**src/rtl/co2_level_filter.sv**
```systemverilog
// CO2 sensor front-end: power-of-two moving average scaled to 8 bits, with stall detection.
// Optional feature macro: CO2_FAULT_TIMEOUT_EN compiles in the idle counter and FAULT state.
module co2_level_filter #(
  parameter int unsigned SAMPLE_W = 10,
  parameter int unsigned LOG2_WIN = 2,
  parameter int unsigned TIMEOUT  = 1000
) (
  input  logic                clk,
  input  logic                reset,
  input  logic                sample_valid,
  input  logic [SAMPLE_W-1:0] sample_data,
  output logic [7:0]          co2_level,
  output logic                level_valid,
  output logic                window_full,
  output logic                sensor_fault
);

  localparam int unsigned Win  = 2 ** LOG2_WIN;
  localparam int unsigned SumW = SAMPLE_W + LOG2_WIN;
  localparam logic [LOG2_WIN-1:0] PtrLast = LOG2_WIN'(Win - 1);

  if (SAMPLE_W < 8 || LOG2_WIN < 1 || LOG2_WIN > 4 || TIMEOUT < 2) begin : g_param_check
    $error("co2_level_filter: illegal parameter value");
  end

`ifdef CO2_FAULT_TIMEOUT_EN
  typedef enum logic [1:0] {StFill, StRun, StFault} state_e;
`else
  typedef enum logic [0:0] {StFill, StRun} state_e;
`endif

  state_e state_q, state_d;

  logic [SAMPLE_W-1:0] buf_q [Win];
  logic [SAMPLE_W-1:0] buf_d [Win];
  logic [LOG2_WIN-1:0] wr_ptr_q, wr_ptr_d;
  logic [SumW-1:0]     sum_q, sum_d;
  logic [7:0]          co2_level_q, co2_level_d;
  logic                level_valid_q, level_valid_d;
  logic                window_full_q, window_full_d;

  logic                timeout_hit;
  logic                restart;
  logic                fill_done;

`ifdef CO2_FAULT_TIMEOUT_EN
  localparam int unsigned IdleW = $clog2(TIMEOUT + 1);

  logic [IdleW-1:0] idle_q, idle_d;

  always_comb begin
    idle_d = idle_q;
    if (sample_valid) begin
      idle_d = '0;
    end else if (idle_q != IdleW'(TIMEOUT)) begin
      idle_d = idle_q + 1'b1;
    end
  end

  always_ff @(posedge clk) begin
    if (reset) begin
      idle_q <= '0;
    end else begin
      idle_q <= idle_d;
    end
  end

  // Fault is raised on the same edge the counter reaches TIMEOUT.
  assign timeout_hit  = !sample_valid && (idle_q == IdleW'(TIMEOUT - 1));
  assign restart      = (state_q == StFault);
  assign sensor_fault = (state_q == StFault);
`else
  assign timeout_hit  = 1'b0;
  assign restart      = 1'b0;
  assign sensor_fault = 1'b0;
`endif

  // FILL always starts from wr_ptr 0, so the pointer doubles as the fill count.
  assign fill_done = sample_valid && (state_q == StFill) && (wr_ptr_q == PtrLast);

  // State register
  always_ff @(posedge clk) begin
    if (reset) begin
      state_q <= StFill;
    end else begin
      state_q <= state_d;
    end
  end

  // Next-state logic
  always_comb begin
    state_d = state_q;
    unique case (state_q)
      StFill: begin
        if (fill_done) begin
          state_d = StRun;
        end else if (timeout_hit) begin
`ifdef CO2_FAULT_TIMEOUT_EN
          state_d = StFault;
`endif
        end
      end
      StRun: begin
        if (timeout_hit) begin
`ifdef CO2_FAULT_TIMEOUT_EN
          state_d = StFault;
`endif
        end
      end
`ifdef CO2_FAULT_TIMEOUT_EN
      StFault: begin
        if (sample_valid) begin
          state_d = StFill;
        end
      end
`endif
      default: state_d = StFill;
    endcase
  end

  // Datapath and output next-state logic
  logic [LOG2_WIN-1:0] ptr;
  logic [SAMPLE_W-1:0] sub;
  logic [SumW-1:0]     sum_base;
  logic [SumW-1:0]     sum_next;
  logic [7:0]          avg_top;

  always_comb begin
    ptr      = restart ? '0 : wr_ptr_q;
    sub      = restart ? '0 : buf_q[wr_ptr_q];
    sum_base = restart ? '0 : sum_q;
    sum_next = sum_base + SumW'(sample_data) - SumW'(sub);
    // Top 8 bits of (sum_next >> LOG2_WIN) truncated to SAMPLE_W bits.
    avg_top  = sum_next[SumW-1 -: 8];

    buf_d         = buf_q;
    wr_ptr_d      = wr_ptr_q;
    sum_d         = sum_q;
    co2_level_d   = co2_level_q;
    level_valid_d = 1'b0;
    window_full_d = window_full_q;

    if (sample_valid) begin
      if (restart) begin
        buf_d         = '{default: '0};
        window_full_d = 1'b0;
      end
      buf_d[ptr] = sample_data;
      wr_ptr_d   = ptr + 1'b1;
      sum_d      = sum_next;
      if (state_q == StRun || fill_done) begin
        co2_level_d   = avg_top;
        level_valid_d = 1'b1;
        window_full_d = 1'b1;
      end
    end
  end

  always_ff @(posedge clk) begin
    if (reset) begin
      buf_q         <= '{default: '0};
      wr_ptr_q      <= '0;
      sum_q         <= '0;
      co2_level_q   <= '0;
      level_valid_q <= 1'b0;
      window_full_q <= 1'b0;
    end else begin
      buf_q         <= buf_d;
      wr_ptr_q      <= wr_ptr_d;
      sum_q         <= sum_d;
      co2_level_q   <= co2_level_d;
      level_valid_q <= level_valid_d;
      window_full_q <= window_full_d;
    end
  end

  assign co2_level   = co2_level_q;
  assign level_valid = level_valid_q;
  assign window_full = window_full_q;

endmodule

```
**config.mk**
```make
export PLATFORM = sky130hd
export DESIGN_NAME = co2_level_filter
export DESIGN_NICKNAME = d
export VERILOG_FILES = /design/src/rtl/co2_level_filter.sv
export SDC_FILE = /design/constraint.sdc
export NUM_CORES = 1
export LEC_CHECK = 0
export CORE_UTILIZATION = 52
export CTS_CLUSTER_DIAMETER = 40
export DETAILED_ROUTE_END_ITERATION = 10
export GPL_ROUTABILITY_DRIVEN = 0
export PLACE_DENSITY = 0.84
export SLEW_MARGIN = 0
export SYNTH_ARGS = -nofsm -noshare
export SYNTH_HDL_FRONTEND = slang
export SYNTH_SLANG_ARGS = --single-unit
```
**constraint.sdc**
```tcl
create_clock -name clk -period 4.25 [get_ports clk]
set_input_delay 0.6375 -clock clk [delete_from_list [all_inputs] [get_ports clk]]
set_output_delay 0.6375 -clock clk [all_outputs]
set_load 0.1 [all_outputs]
```
==> key figures, run 1 <==
Timing
  – Setup TNS Final: 0 ns
  – RSZ-0062 raised after global routing: no
  – Portion of the clock cycle consumed by the worst path in the final layout: roughly 85%
  – Transition time at the pin with the least slew margin: slightly below 1 ns
  – Max-slew violation total from the final report: 0
  – Maximum clock frequency: 276.7 MHz
  – Layout Skew: between 0.003 and 0.004 ns
  – Headroom to the max-slew limit: approximately a third
  – Final number of hold-violating endpoints: 0
  – Count of endpoints failing setup in the final report: 0
  – Fin crit period: 3.614 ns

Final layout
  – Storage element area: ~1300 sq um
  – Final nets: 463
  – Area added between synthesis and finish: 14.84%
  – Antenna diode instance count: 0
  – Total area of multi-input combinational cells: roughly 1900 sq um
  – Share of post-route cells with drive strength above 1: ~9%
  – Utilization after layout: between 60 and 70%
  – Most frequent standard cell in the layout excluding fill and tap cells: sky130_fd_sc_hd__nand2_1
  – Commonest cells after routing, fill and taps aside: sky130_fd_sc_hd__nand2_1 (101), sky130_fd_sc_hd__dfxtp_1 (65), sky130_fd_sc_hd__a21oi_1 (52)
  – Fillers: between 500 and 600

Detailed routing
  – Post-detailed-route DRC marker count: 0
  – Via count of the routed design: roughly 2800
  – Count of nets left with antenna violations after detail routing: 0
  – Detailed-route wire length: about 7500 microns
  – Count of routing violations after the opening detailed-route iteration: 120
  – First-pass iteration count of the detailed router: 4
  – Average wire per standard cell: around 15 microns
  – Post-DR vias/cell: approximately 5.5

Placed design
  – Count of buffers from port buffering: 22
  – HPWL after DPL: around 5200 microns

Yosys
  – Post-synthesis net count: 445
  – Cells after Synth: ~410
  – Predominant post-synthesis flop cell: sky130_fd_sc_hd__dfxtp_1
  – Post-synthesis sequential area ratio: around 38%
  – Adder-cell share of the synthesized area: 11.61%
  – Share of synthesized flip-flops with an asynchronous set or reset: 0%
  – Register bit total from synthesis: between 60 and 70
  – Mean post-synth cell area: approximately 8.5 sq um
  – Cells taking the most area after synthesis: sky130_fd_sc_hd__dfxtp_1 (38%), sky130_fd_sc_hd__nand2_1 (11%), sky130_fd_sc_hd__a21oi_1 (7.5%)
  – Multiplexer fraction of the synthesized cell area: 9.543%
  – Synth cell types: 42
  – Synthesized cell area: between 3000 and 4000 sq um
  – Area share of the largest cell type after synthesis: between 30% and 40%
  – Simple-gate share of the synthesized area: 17.67%
  – Number of warnings issued by yosys: 0
  – Largest area contributor in the synthesized netlist: sky130_fd_sc_hd__dfxtp_1
  – Xor/xnor cell area share of the yosys netlist: ~2.5%
  – Compound-Gate Fraction of Synth Area: roughly 14%
  – Count of flip-flops with a built-in enable after synthesis: 0
  – Dominant combinational cell family by area after synthesis: simple AND/OR/NAND/NOR gates

Global routing
  – GRT Total Usage: a little under a quarter
  – First-pass GRT wire length: 12740 microns
  – Maximum number of pins on one net before global-route repair: 41
  – Final global-route overflow total: 0
  – Via count of the first global-routing pass: between 2000 and 3000
  – Number of antenna violations at the first check in global routing: 0

CTS
  – # clock sinks: 65
  – Number of instances resized during post-cts repair: 0
  – Hold-fix buffer count after cts: 0
  – Maximum buffer depth of the clock tree: 2
  – Root Driver: sky130_fd_sc_hd__clkbuf_8
  – CTS tree: built
  – Number of buffers created by CTS: 9
  – Number of H-tree branching levels: 3
  – Post-CTS setup-driven buffer insertion count: 0
  – Clock Latency Late Sink: 0.36 ns
  – CTS clock-pin slew for the worst setup and hold paths: ~0.07 ns

Power
  – Clock power share: between 20 and 30%
  – Net switching fraction of the power: between 30 and 40%
  – Sequential share of power: ~30%
  – Total power density per cell area: ~600 nW/um^2
  – Part of the total power dissipated in combinational logic: between 40% and 50%
  – Reported leakage power: ~1.6 nW
  – Pint: approximately 0.0015 W
  – Highest ir drop seen on vdd: roughly 0.00033 V
  – Switching Power: between 0.0008 and 0.0009 W

Setup path
  – Arrival @ worst endpoint: 3.86 ns
  – Critical-path maximum fanout: 4
  – Crit path required time: 4.50 ns
  – Capturing element type of the critical path: flip-flop
  – Nature of the critical path startpoint: flip-flop
  – Kind of critical path: flip-flop to flip-flop

Status
  – Outcome: finished, final reports clean

Floorplan
  – Die Area: 6961 sq um
  – Floorplan row count: 29
  – Starting utilization of the core area: 54.00%
  – IO Pins: 24
  – Core footprint: between 6000 and 7000 sq um
  – Vert. Die Dim: 83.44 microns
  – Die Width: ~83 microns

Job
  – Count of max-cap constraint violations: 0

Hold path
  – Worst min-delay path category: flip-flop to flip-flop
[synthesized netlist by cell type, types with 2 or more instances]
master / n
sky130_fd_sc_hd__and2_1: 4
sky130_fd_sc_hd__xor2_1: 2
sky130_fd_sc_hd__a21o_1: 3
sky130_fd_sc_hd__o311ai_1: 2
sky130_fd_sc_hd__mux2i_1: 9
sky130_fd_sc_hd__and3_1: 2
sky130_fd_sc_hd__nand2_1: 101
sky130_fd_sc_hd__buf_1: 4
sky130_fd_sc_hd__o21bai_1: 3
sky130_fd_sc_hd__buf_2: 2
sky130_fd_sc_hd__clkbuf_1: 13
sky130_fd_sc_hd__o21ai_1: 3
sky130_fd_sc_hd__xnor2_1: 8
sky130_fd_sc_hd__fa_1: 10
sky130_fd_sc_hd__mux4_2: 10
sky130_fd_sc_hd__ha_1: 16
sky130_fd_sc_hd__nand3_1: 2
sky130_fd_sc_hd__dfxtp_1: 65
sky130_fd_sc_hd__a211o_1: 3
sky130_fd_sc_hd__inv_1: 44
sky130_fd_sc_hd__nor2_1: 19
sky130_fd_sc_hd__nor4b_1: 2
sky130_fd_sc_hd__nor3_1: 3
sky130_fd_sc_hd__or3_1: 2
sky130_fd_sc_hd__a21oi_1: 52
sky130_fd_sc_hd__nor3b_1: 6
[worst max-delay path: stages, from the launching register on]
cell and delay (ns):
sky130_fd_sc_hd__dfxtp_1 0.49, sky130_fd_sc_hd__mux4_2 0.57, sky130_fd_sc_hd__fa_1 0.49, sky130_fd_sc_hd__inv_1 0.06
sky130_fd_sc_hd__fa_1 0.47, sky130_fd_sc_hd__a21oi_1 0.26, sky130_fd_sc_hd__o21ai_1 0.12, sky130_fd_sc_hd__a21oi_1 0.36
sky130_fd_sc_hd__o21bai_1 0.22, sky130_fd_sc_hd__or3_1 0.38, sky130_fd_sc_hd__o311ai_1 0.09
[power groups by stage]
stage	registers [W]	logic, W	clock network, W
floorplan	0.000744	0.000789	0
global placement	0.000721	0.000956	0
detailed placement	0.000725	0.00100	0
CTS	0.000713	0.00103	0.000658
global route	0.000721	0.00115	0.000686
finish	0.000714	0.00103	0.000648
[state kept, by name, indices dropped and copies added (netlist names)]
| name | cells |
|---|---|
| buf_q | 40 |
| co2_level | 8 |
| level_valid | 1 |
| ptr | 2 |
| state_q | 1 |
| sum_base | 12 |
| window_full | 1 |
[metrics by stage]
| stage | power [W] | cell area [sq um] | instances | hold WS, ns | setup WS, ns |
|---|---|---|---|---|---|
| 6_report | 0.002391 | 3960 | 506 | 0.4531 | 0.6364 |
| 5_1_grt | 0.002555 | 3960 | 506 | 0.4732 | 0.5443 |
| 4_1_cts | 0.002397 | 3960 | 506 | 0.4557 | 0.6750 |
| 3_5_place_dp | 0.001729 | 3716 | 490 | 0.4456 | 0.5590 |
| 3_3_place_gp | 0.001677 | 3716 | 490 | 0.4384 | 0.6283 |
| 2_1_floorplan | 0.001533 | 3448 | 406 | 0.4331 | 0.9447 |
[kinds of logic (layout without fill, tap and decap cells)]
kind of cell | after synthesis | in the layout
and+or+nand+nor | 143 | 143
AOI/OAI and AO/OA | 77 | 77
DFF | 65 | 65
buffers and inverters | 64 | 87
adders and majority gates | 26 | 26
muxes | 20 | 20
xor gates and xnor gates | 10 | 10
other | 1 | 1
[layer usage]
metal  wire, microns  GRT usage, %  share of wire [%]  up-vias
met5               0             0                  0        -
met4             139         10.48                1.8        0
met3             317         4.672                4.2       11
met2            3782         39.79                 50       61
met1            3303         29.59                 44     1331
li1                -             -                  -     1367
[area by class of cell]
cell class / instances / share of cell area, %
clock inverter: 5 / 2.591
tap: 77 / 2.433
timing repair buffer: 27 / 6.382
sequential: 65 / 32.86
multi-input combinational: 277 / 47.99
clock buffer: 11 / 3.570
inverter: 44 / 4.171
[final timing paths]
| kind | start | endpoint | slack [ns] | cells after the start |
|---|---|---|---|---|
| max reg2reg | ptr[1] | sum_base[8] | 0.64 | 10 |
| min reg2reg | buf_q[30] | buf_q[30] | 0.45 | 2 |
| max | ptr[1] | sum_base[8] | 0.64 | 10 |
| min | buf_q[30] | buf_q[30] | 0.45 | 2 |
(Power assumes the default switching activity.)
==> run 2, diff against run 1 <==
GPL_TIMING_DRIVEN = 0   (was default)
HOLD_SLACK_MARGIN = 0.1   (was default)
==> run 2 against run 1 <==
Net effect: hold slack gained 0.00058 ns; maximum frequency shrank 6.7%; final area is essentially flat; first-iteration DRC count grew 63%; wire length grew 10%; sequential power is essentially flat; clock power shrank 19%; final cell count grew 2.8%; combinational power is essentially flat; sequential share of layout area is essentially flat; register-to-register slack lost 0.26 ns; largest power group unchanged.
==> key figures, run 2 (same netlist as run 1, synthesis figures left out) <==
Global routing
  – GRT Total Usage: 25.97%
  – GR Layer Usage met2: 43.74%
  – Met1 track demand over resource in global routing: 30.69%
  – Grt peak-use layer: met2
  – Number of antenna violations at the first check in global routing: 0
  – Final global-route overflow total: 0
  – Maximum number of pins on one net before global-route repair: 12
  – Met3 Usage GRT: ~7.4%
  – Via count of the first global-routing pass: 2868
  – First-pass GRT wire length: 13910 microns

Floorplan
  – IO Pins: 24
  – Core footprint: 6386 sq um
  – Starting utilization of the core area: 54.00%
  – Die Area: between 6000 and 7000 sq um
  – Vert. Die Dim: 83.44 microns
  – Floorplan row count: 29
  – Die Width: between 80 and 90 microns

CTS
  – Number of H-tree branching levels: 3
  – Clock Latency Late Sink: between 0.3 and 0.4 ns
  – Maximum buffer depth of the clock tree: 2
  – Post-CTS setup-driven buffer insertion count: 0
  – Number of instances resized during post-cts repair: 0
  – CTS tree: built
  – CTS clock-pin slew for the worst setup and hold paths: approximately 0.070 ns
  – Root Driver: sky130_fd_sc_hd__clkbuf_8
  – Hold-fix buffer count after cts: 0
  – # clock sinks: 65
  – Number of buffers created by CTS: 9

Detailed routing
  – Via count of the routed design: 2901
  – Post-detailed-route DRC marker count: 0
  – Average wire per standard cell: 15.97 microns
  – Detailed-route wire length: approximately 8300 microns
  – Count of routing violations after the opening detailed-route iteration: around 200
  – Post-DR vias/cell: ~5.6
  – First-pass iteration count of the detailed router: 5
  – Count of nets left with antenna violations after detail routing: 0

Power
  – Reported leakage power: around 1.6 nW
  – Part of the total power dissipated in combinational logic: 45.3%
  – Highest ir drop seen on vdd: 0.0002935 V
  – Total power density per cell area: ~570 nW/um^2
  – Switching Power: roughly 0.00088 W
  – Clock power share: a little under a quarter
  – Pint: 0.001387 W
  – Sequential share of power: a little under a third
  – Net switching fraction of the power: roughly two fifths

Placed design
  – Count of buffers from port buffering: 22
  – # placed instances: ~500
  – HPWL after DPL: 5686 microns

Setup path
  – Nature of the critical path startpoint: flip-flop
  – Arrival @ worst endpoint: roughly 4.2 ns
  – Kind of critical path: flip-flop to flip-flop
  – Capturing element type of the critical path: flip-flop
  – Worst reg-to-reg setup slack: 0.38 ns
  – Crit path required time: approximately 4.5 ns
  – Critical-path maximum fanout: 10

Timing
  – Headroom to the max-slew limit: between 30 and 40%
  – Maximum clock frequency: around 260 MHz
  – Max-slew violation total from the final report: 0
  – RSZ-0062 raised after global routing: no
  – Final number of hold-violating endpoints: 0
  – Transition time at the pin with the least slew margin: 0.9636 ns
  – Portion of the clock cycle consumed by the worst path in the final layout: around nine tenths
  – Setup TNS Final: 0 ns
  – Count of endpoints failing setup in the final report: 0
  – Fin crit period: between 3 and 4 ns
  – Layout Skew: 0.006282 ns

Job
  – Count of max-cap constraint violations: 0

Final layout
  – Flip-flop count of the largest register, all copies and words added: 40
  – Non-filler cells, final: 520
  – Final nets: ~480
  – Area added between synthesis and finish: 14.80%
  – Most frequent standard cell in the layout excluding fill and tap cells: sky130_fd_sc_hd__nand2_1
  – Register with the highest flop count: buf_q
  – Antenna diode instance count: 0
  – Share of post-route cells with drive strength above 1: approximately 7.9%
  – Commonest cells after routing, fill and taps aside: sky130_fd_sc_hd__nand2_1 (101), sky130_fd_sc_hd__dfxtp_1 (65), sky130_fd_sc_hd__a21oi_1 (52)
  – Fillers: around 530

Hold path
  – Worst min-delay path category: flip-flop to flip-flop

Status
  – Outcome: finished, final reports clean
-- run 2: cell types whose count changed in the layout (fill, tap and decap cells not counted), sizes merged --
cell | previous run | this run
buf | 6 | 7
bufinv | 3 | 1
clkbuf | 11 | 23
clkdlybuf4s50 | 21 | 22
clkinv | 1 | 3
-- run 2: power groups by stage --
stage / sequential [W] / clock, W / combinational [W]
after floorplan: 0.000744 / 0 / 0.000789
after global placement: 0.000724 / 0 / 0.000961
after detailed placement: 0.000727 / 0 / 0.000996
after CTS: 0.000714 / 0.000531 / 0.00102
after global routing: 0.000722 / 0.000559 / 0.00114
final: 0.000715 / 0.000527 / 0.00103
-- run 2: worst max-delay path, stage by stage (launching register included) --
cell,delay (ns)
sky130_fd_sc_hd__dfxtp_1,0.49
sky130_fd_sc_hd__buf_1,0.53
sky130_fd_sc_hd__mux4_2,0.62
sky130_fd_sc_hd__fa_1,0.50
sky130_fd_sc_hd__inv_1,0.05
sky130_fd_sc_hd__ha_1,0.35
sky130_fd_sc_hd__a21oi_1,0.21
sky130_fd_sc_hd__o21ai_1,0.11
sky130_fd_sc_hd__a21oi_1,0.28
sky130_fd_sc_hd__o21ai_1,0.20
sky130_fd_sc_hd__nor4b_1,0.34
sky130_fd_sc_hd__a211o_1,0.15
-- run 2: final timing paths --
check,to,startpoint,cells past startpoint
min,buf_q[19],buf_q[19],2
min reg2reg,buf_q[19],buf_q[19],2
max reg2reg,co2_level[6],ptr[1],11
max,co2_level[6],ptr[1],11
-- run 2: routing by layer --
metal | wire, microns | vias to the layer above
met5 | 0 | -
met1 | 3258 | 1337
met3 | 713 | 26
met4 | 216 | 0
met2 | 4117 | 137
li1 | - | 1401
-- run 2: layout make-up --
cell class	instances	area, sq um	area share, %
Multi-Input combinational cell	277	1901	48.01
Sequential cell	65	1301	32.87
Timing Repair Buffer	22	220.2	5.563
Inverter	44	165.2	4.172
Clock buffer	10	137.6	3.477
Tap cell	77	96.34	2.434
Buffer	20	81.33	2.054
Clock inverter	5	56.30	1.422
-- run 2: stage by stage --
step	utilization (%)	hold WS, ns	cell area (sq um)	setup slack [ns]	total power [W]
floorplan	-	0.4331	3448	0.9447	0.001533
global placement	58.95	0.4384	3765	0.5263	0.001685
detailed placement	58.95	0.4473	3765	0.4403	0.001723
CTS	61.99	0.4575	3959	0.4012	0.002265
global route	61.99	0.4792	3959	0.1238	0.002422
finish	61.99	0.4537	3959	0.3754	0.002270
==> run 3, diff against run 2 <==
SLEW_MARGIN = 20   (was 0)
==> results of run 3 <==
The final DEF is identical to that of run 2; final timing and power are the same.
==> RTL change 1, RTL diff (flow settings as in run 1) <==
The option `CO2_FAULT_TIMEOUT_EN` is turned on by a define.
--- a/src/rtl/co2_level_filter.sv
+++ b/src/rtl/co2_level_filter.sv
@@ -1,4 +1,6 @@
 // CO2 sensor front-end: power-of-two moving average scaled to 8 bits, with stall detection.
 // Optional feature macro: CO2_FAULT_TIMEOUT_EN compiles in the idle counter and FAULT state.
+`define CO2_FAULT_TIMEOUT_EN
+
 module co2_level_filter #(
   parameter int unsigned SAMPLE_W = 10,
Behaviour: same outputs for any inputs over 4 cycles, from zero or initial values and one cycle with reset high; that may be too few to reach the edited logic, so the function may still have changed.
==> RTL change 1 against run 1 <==
Synthesized area increased by 18%; final area up 15%; critical endpoint is now sum_q[10]$_SDFFE_PP0P_; critical path depth did not move; worst setup slack lost 0.030 ns; sequential power up 13%; routed wire length increased by 18%; critical path type unchanged; sequential cell count increased by 11; global-route usage decreased by 0.99 points; sequential share of layout area is 0.61 points higher; cell count up 14%; total power fell by 8.9%; non-clock buffer count increased by 1; hold slack better by 0.0092 ns.
==> RTL change 1: results (changes against run 1) <==
| Metric | Value |
|---|---|
| Reg2Reg Setup Slack | 0.61 ns (-0.03 ns) |
| Dpl ws | 0.5925 ns (+0.03358 ns) |
| Placed instance area | 4355 µm² (+17%) |
| Post-synth top cells | dfxtp_1 (76), nor2_1 (60), a22oi_1 (40) |
| Status | complete, no violations |
| Detailed Routing Iterations Pass 1 | 5 (+1) |
| Clock power share | 0.244 (-0.027) |
| First-pass GRT wire length | 14.94 mm (+17%) |
| Crit-path leading delay family | adder cells |
| Hold WS | 0.4623 ns (+0.009158 ns) |
| Filler Cell Count | 622 (+17%) |
| Synth top area cells | dfxtp_1 (37%), a22oi_1 (7.4%), ha_1 (5.5%) |
| Largest net degree at the start of global routing | 76 (+85%) |
| Drt wl/cell | 15.35 µm (+3.0%) |
| Worst-Margin Slew | 0.9660 ns (-0.01041 ns) |
| Detailed Route Iter0 Violations | 245 (+100%) |
| CP startpoint | wr_ptr_q[0]$_SDFFE_PP0P_ |
| Crit Path Max Fanout | 11 (+7) |
| Final min period | 3.643 ns (+0.02963 ns) |
| CP max stage delay | 0.54 ns (-0.03 ns) |
| Met3 Use GR | 0.05219 (+0.005469) |
| Netlist cell types | 53 (+26%) |
| LEAKAGE | 1.787 nW (+12%) |
| Worst VDD drop | 0.1990 mV (-39%) |
| Footprint of the multi-input gates | 2307 µm² (+21%) |
| Port bufs | 23 (+4.5%) |
| WL met1 | 3.936 mm (+19%) |
RTL change 1: changes by cell type after synthesis, moves of 8 or more:
cell     delta
and2_1     +10
nand2_1    -71
nand3_1    +22
dfxtp_1    +11
a21oi_1    -34
o21ai_0     +9
nor2_1     +41
inv_1       -8
a22oi_1    +40
RTL change 1: area by class of cell:
class,instances,area share
Clock inverter,6,0.01156
Sequential cell,76,0.3347
Tap cell,99,0.02725
Clock buffer,10,0.03028
Multi-Input combinational cell,321,0.5076
Timing Repair Buffer,28,0.05725
Inverter,38,0.03138
RTL change 1: worst min-delay path by stage:
stage / start / end
floorplan: sum_q[4]$_SDFFE_PP0P_ / sum_q[4]$_SDFFE_PP0P_
global placement: co2_level[2]$_SDFFE_PP0P_ / co2_level[2]$_SDFFE_PP0P_
detailed placement: co2_level[2]$_SDFFE_PP0P_ / co2_level[2]$_SDFFE_PP0P_
CTS: co2_level[2]$_SDFFE_PP0P_ / co2_level[2]$_SDFFE_PP0P_
global route: co2_level[1]$_SDFFE_PP0P_ / co2_level[1]$_SDFFE_PP0P_
finish: co2_level[1]$_SDFFE_PP0P_ / co2_level[1]$_SDFFE_PP0P_
RTL change 1: logic make-up after synthesis:
| logic type | count (synthesis) | synth area share |
|---|---|---|
| AND/OR/NAND/NOR | 168 | 0.2026 |
| AO/OA/AOI/OAI | 100 | 0.1695 |
| flip-flops | 76 | 0.3728 |
| buffers and inverters | 65 | 0.06192 |
| adder cells (fa/ha/maj) | 28 | 0.1042 |
| multiplexers | 15 | 0.06744 |
| XOR/XNOR | 10 | 0.02146 |
==> RTL change 2, RTL diff (settings of run 1) <==
Made on the original files. Take the reset off `sum_q` and load it in a clocked block of its own.
--- a/src/rtl/co2_level_filter.sv
+++ b/src/rtl/co2_level_filter.sv
@@ -161,5 +161,4 @@
       buf_q         <= '{default: '0};
       wr_ptr_q      <= '0;
-      sum_q         <= '0;
       co2_level_q   <= '0;
       level_valid_q <= 1'b0;
@@ -168,9 +167,12 @@
       buf_q         <= buf_d;
       wr_ptr_q      <= wr_ptr_d;
-      sum_q         <= sum_d;
       co2_level_q   <= co2_level_d;
       level_valid_q <= level_valid_d;
       window_full_q <= window_full_d;
     end
+  end
+
+  always_ff @(posedge clk) begin
+    sum_q <= sum_d;
   end
 
Check against the original RTL: not equivalent (a bounded check fails within 10 cycles, from zero or initial values and one cycle with reset high).
==> RTL change 2 against run 1 <==
Count of clock-buffer cells in the layout is 1 higher; worst setup slack got worse by 0.086 ns; total power rose by 5.2%; maximum frequency down 2.3%; synthesized area up 0.83%; routed wire length is 2.3% lower; final area down 0.85%; die area is 0.80% higher; sequential cell count unchanged; core utilization is 0.53 points lower; non-clock buffer count fell by 4; combinational power increased by 12%; critical endpoint is now sum_base[10]$_DFFE_PP_; highest routed layer unchanged.
==> RTL change 2: results (changes against run 1) <==
| Metric | Value |
|---|---|
| Status | complete, no violations |
| Clkbuf count | 12 (+1) |
| Clock power share | 0.222 (-0.049) |
| Nets | 447 (-3.5%) |
| GRT Overall Usage | 0.2310 (-0.005844) |
| Buffers outside the clock class | 23 (-15%) |
| LEAKAGE | 1.534 nW (-3.9%) |
| Clk cell area share | 0.05481 (-0.006799) |
| WL met3 | 439 µm (+38%) |
| Power share of the sequential group | 0.322 (+0.023) |
| Setup Skew | 0.004950 ns (+0.001233 ns) |
| Drt wl/cell | 15.07 µm (+1.1%) |
| Detailed Routing Iterations Pass 1 | 5 (+1) |
| Worst EP arrival | 3.79 ns (-0.07 ns) |
| EDFF count, synth | 12 (+12) |
| Sink of the worst hold path | buf_q[10]$_SDFFE_PP0P_ |
| Yosys warnings | 0 (unchanged) |
| Register area share after synthesis | 0.4088 (+0.03142) |
| CP max stage delay | 0.74 ns (+0.17 ns) |
| Filler Cell Count | 511 (-3.9%) |
| Worst r2r path cells | 9 (-1) |
| Sequential share of cell area | 0.3620 (+0.03342) |
| Synth top area cells | dfxtp_1 (31%), edfxtp_1 (10%), nand2_1 (10%) |
| Layout cell share with drive strength beyond 1 | 0.08010 (-0.008481) |
| Skew-Pair Late Insertion Delay | 0.34 ns (-0.02 ns) |
| Crit Path Max Fanout | 14 (+10) |
| Largest net degree at the start of global routing | 59 (+44%) |
| M2 GR Usage | 0.3710 (-0.02689) |
| Netlist cell types | 44 (+4.8%) |
| Count of multi-input gates | 264 (-4.7%) |
| Mapped Nets | 432 (-2.9%) |
| Nonclk inv count | 45 (+2.3%) |
| Post-synth top cells | nand2_1 (96), dfxtp_1 (53), a21oi_1 (49) |
| Worst slew margin | 0.2807 (-0.06630) |
| WL met1 | 3.194 mm (-3.3%) |
| Detailed Route Iter0 Violations | 191 (+59%) |
| Crit Reg-Reg Startpoint | ptr[1]$_SDFFE_PP0P_ |
| Fraction of area in multi-input gates | 0.4589 (-0.02104) |
| Met2 wire length | 3.631 mm (-4.0%) |
==> RTL change 2: cell count changes after synthesis, sizes merged, moves of 4 or more <==
cell,before,now
nor2,19,13
xor2,2,6
nor3b,6,0
nand3,2,7
nand2,101,96
dfxtp,65,53
edfxtp,0,12
o21ai,4,8
clkbuf,13,9
mux2i,10,2
==> RTL change 2: logic make-up after synthesis <==
family	count (synthesis)	share of synthesized area
AO/OA/AOI/OAI	77	0.1357
XOR/XNOR	11	0.02771
adder cells (fa/ha/maj)	26	0.1151
buffers and inverters	64	0.07305
flip-flops	65	0.4088
multiplexers	12	0.07053
other	1	0.001078
AND/OR/NAND/NOR	137	0.1680
==> RTL change 2: worst max path at each step <==
| stage | end | slack (ns) |
|---|---|---|
| after floorplan | sum_base[10]$_DFFE_PP_ | 1.02 |
| after global placement | sum_base[10]$_DFFE_PP_ | 0.66 |
| after detailed placement | sum_base[10]$_DFFE_PP_ | 0.62 |
| after CTS | sum_base[10]$_DFFE_PP_ | 0.56 |
| after global routing | sum_base[10]$_DFFE_PP_ | 0.33 |
| final | sum_base[10]$_DFFE_PP_ | 0.55 |
==> RTL change 2: per-stage QoR <==
| stage | worst slack, ns | instances | hold slack (ns) | power [mW] | instance area [µm²] |
|---|---|---|---|---|---|
| after floorplan | 1.019 | 393 | 0.4331 | 1.727 | 3477 |
| after global placement | 0.6573 | 474 | 0.4388 | 1.905 | 3711 |
| after detailed placement | 0.6170 | 474 | 0.4471 | 1.946 | 3711 |
| after CTS | 0.5646 | 489 | 0.4574 | 2.514 | 3926 |
| after global routing | 0.3338 | 489 | 0.4747 | 2.697 | 3926 |
| final | 0.5504 | 489 | 0.4575 | 2.515 | 3926 |
==> RTL change 2: worst min-delay path: stages, from the launching register on <==
cell,delay [ns]
dfxtp_1,0.31
nand2_1,0.05
a21oi_1,0.05
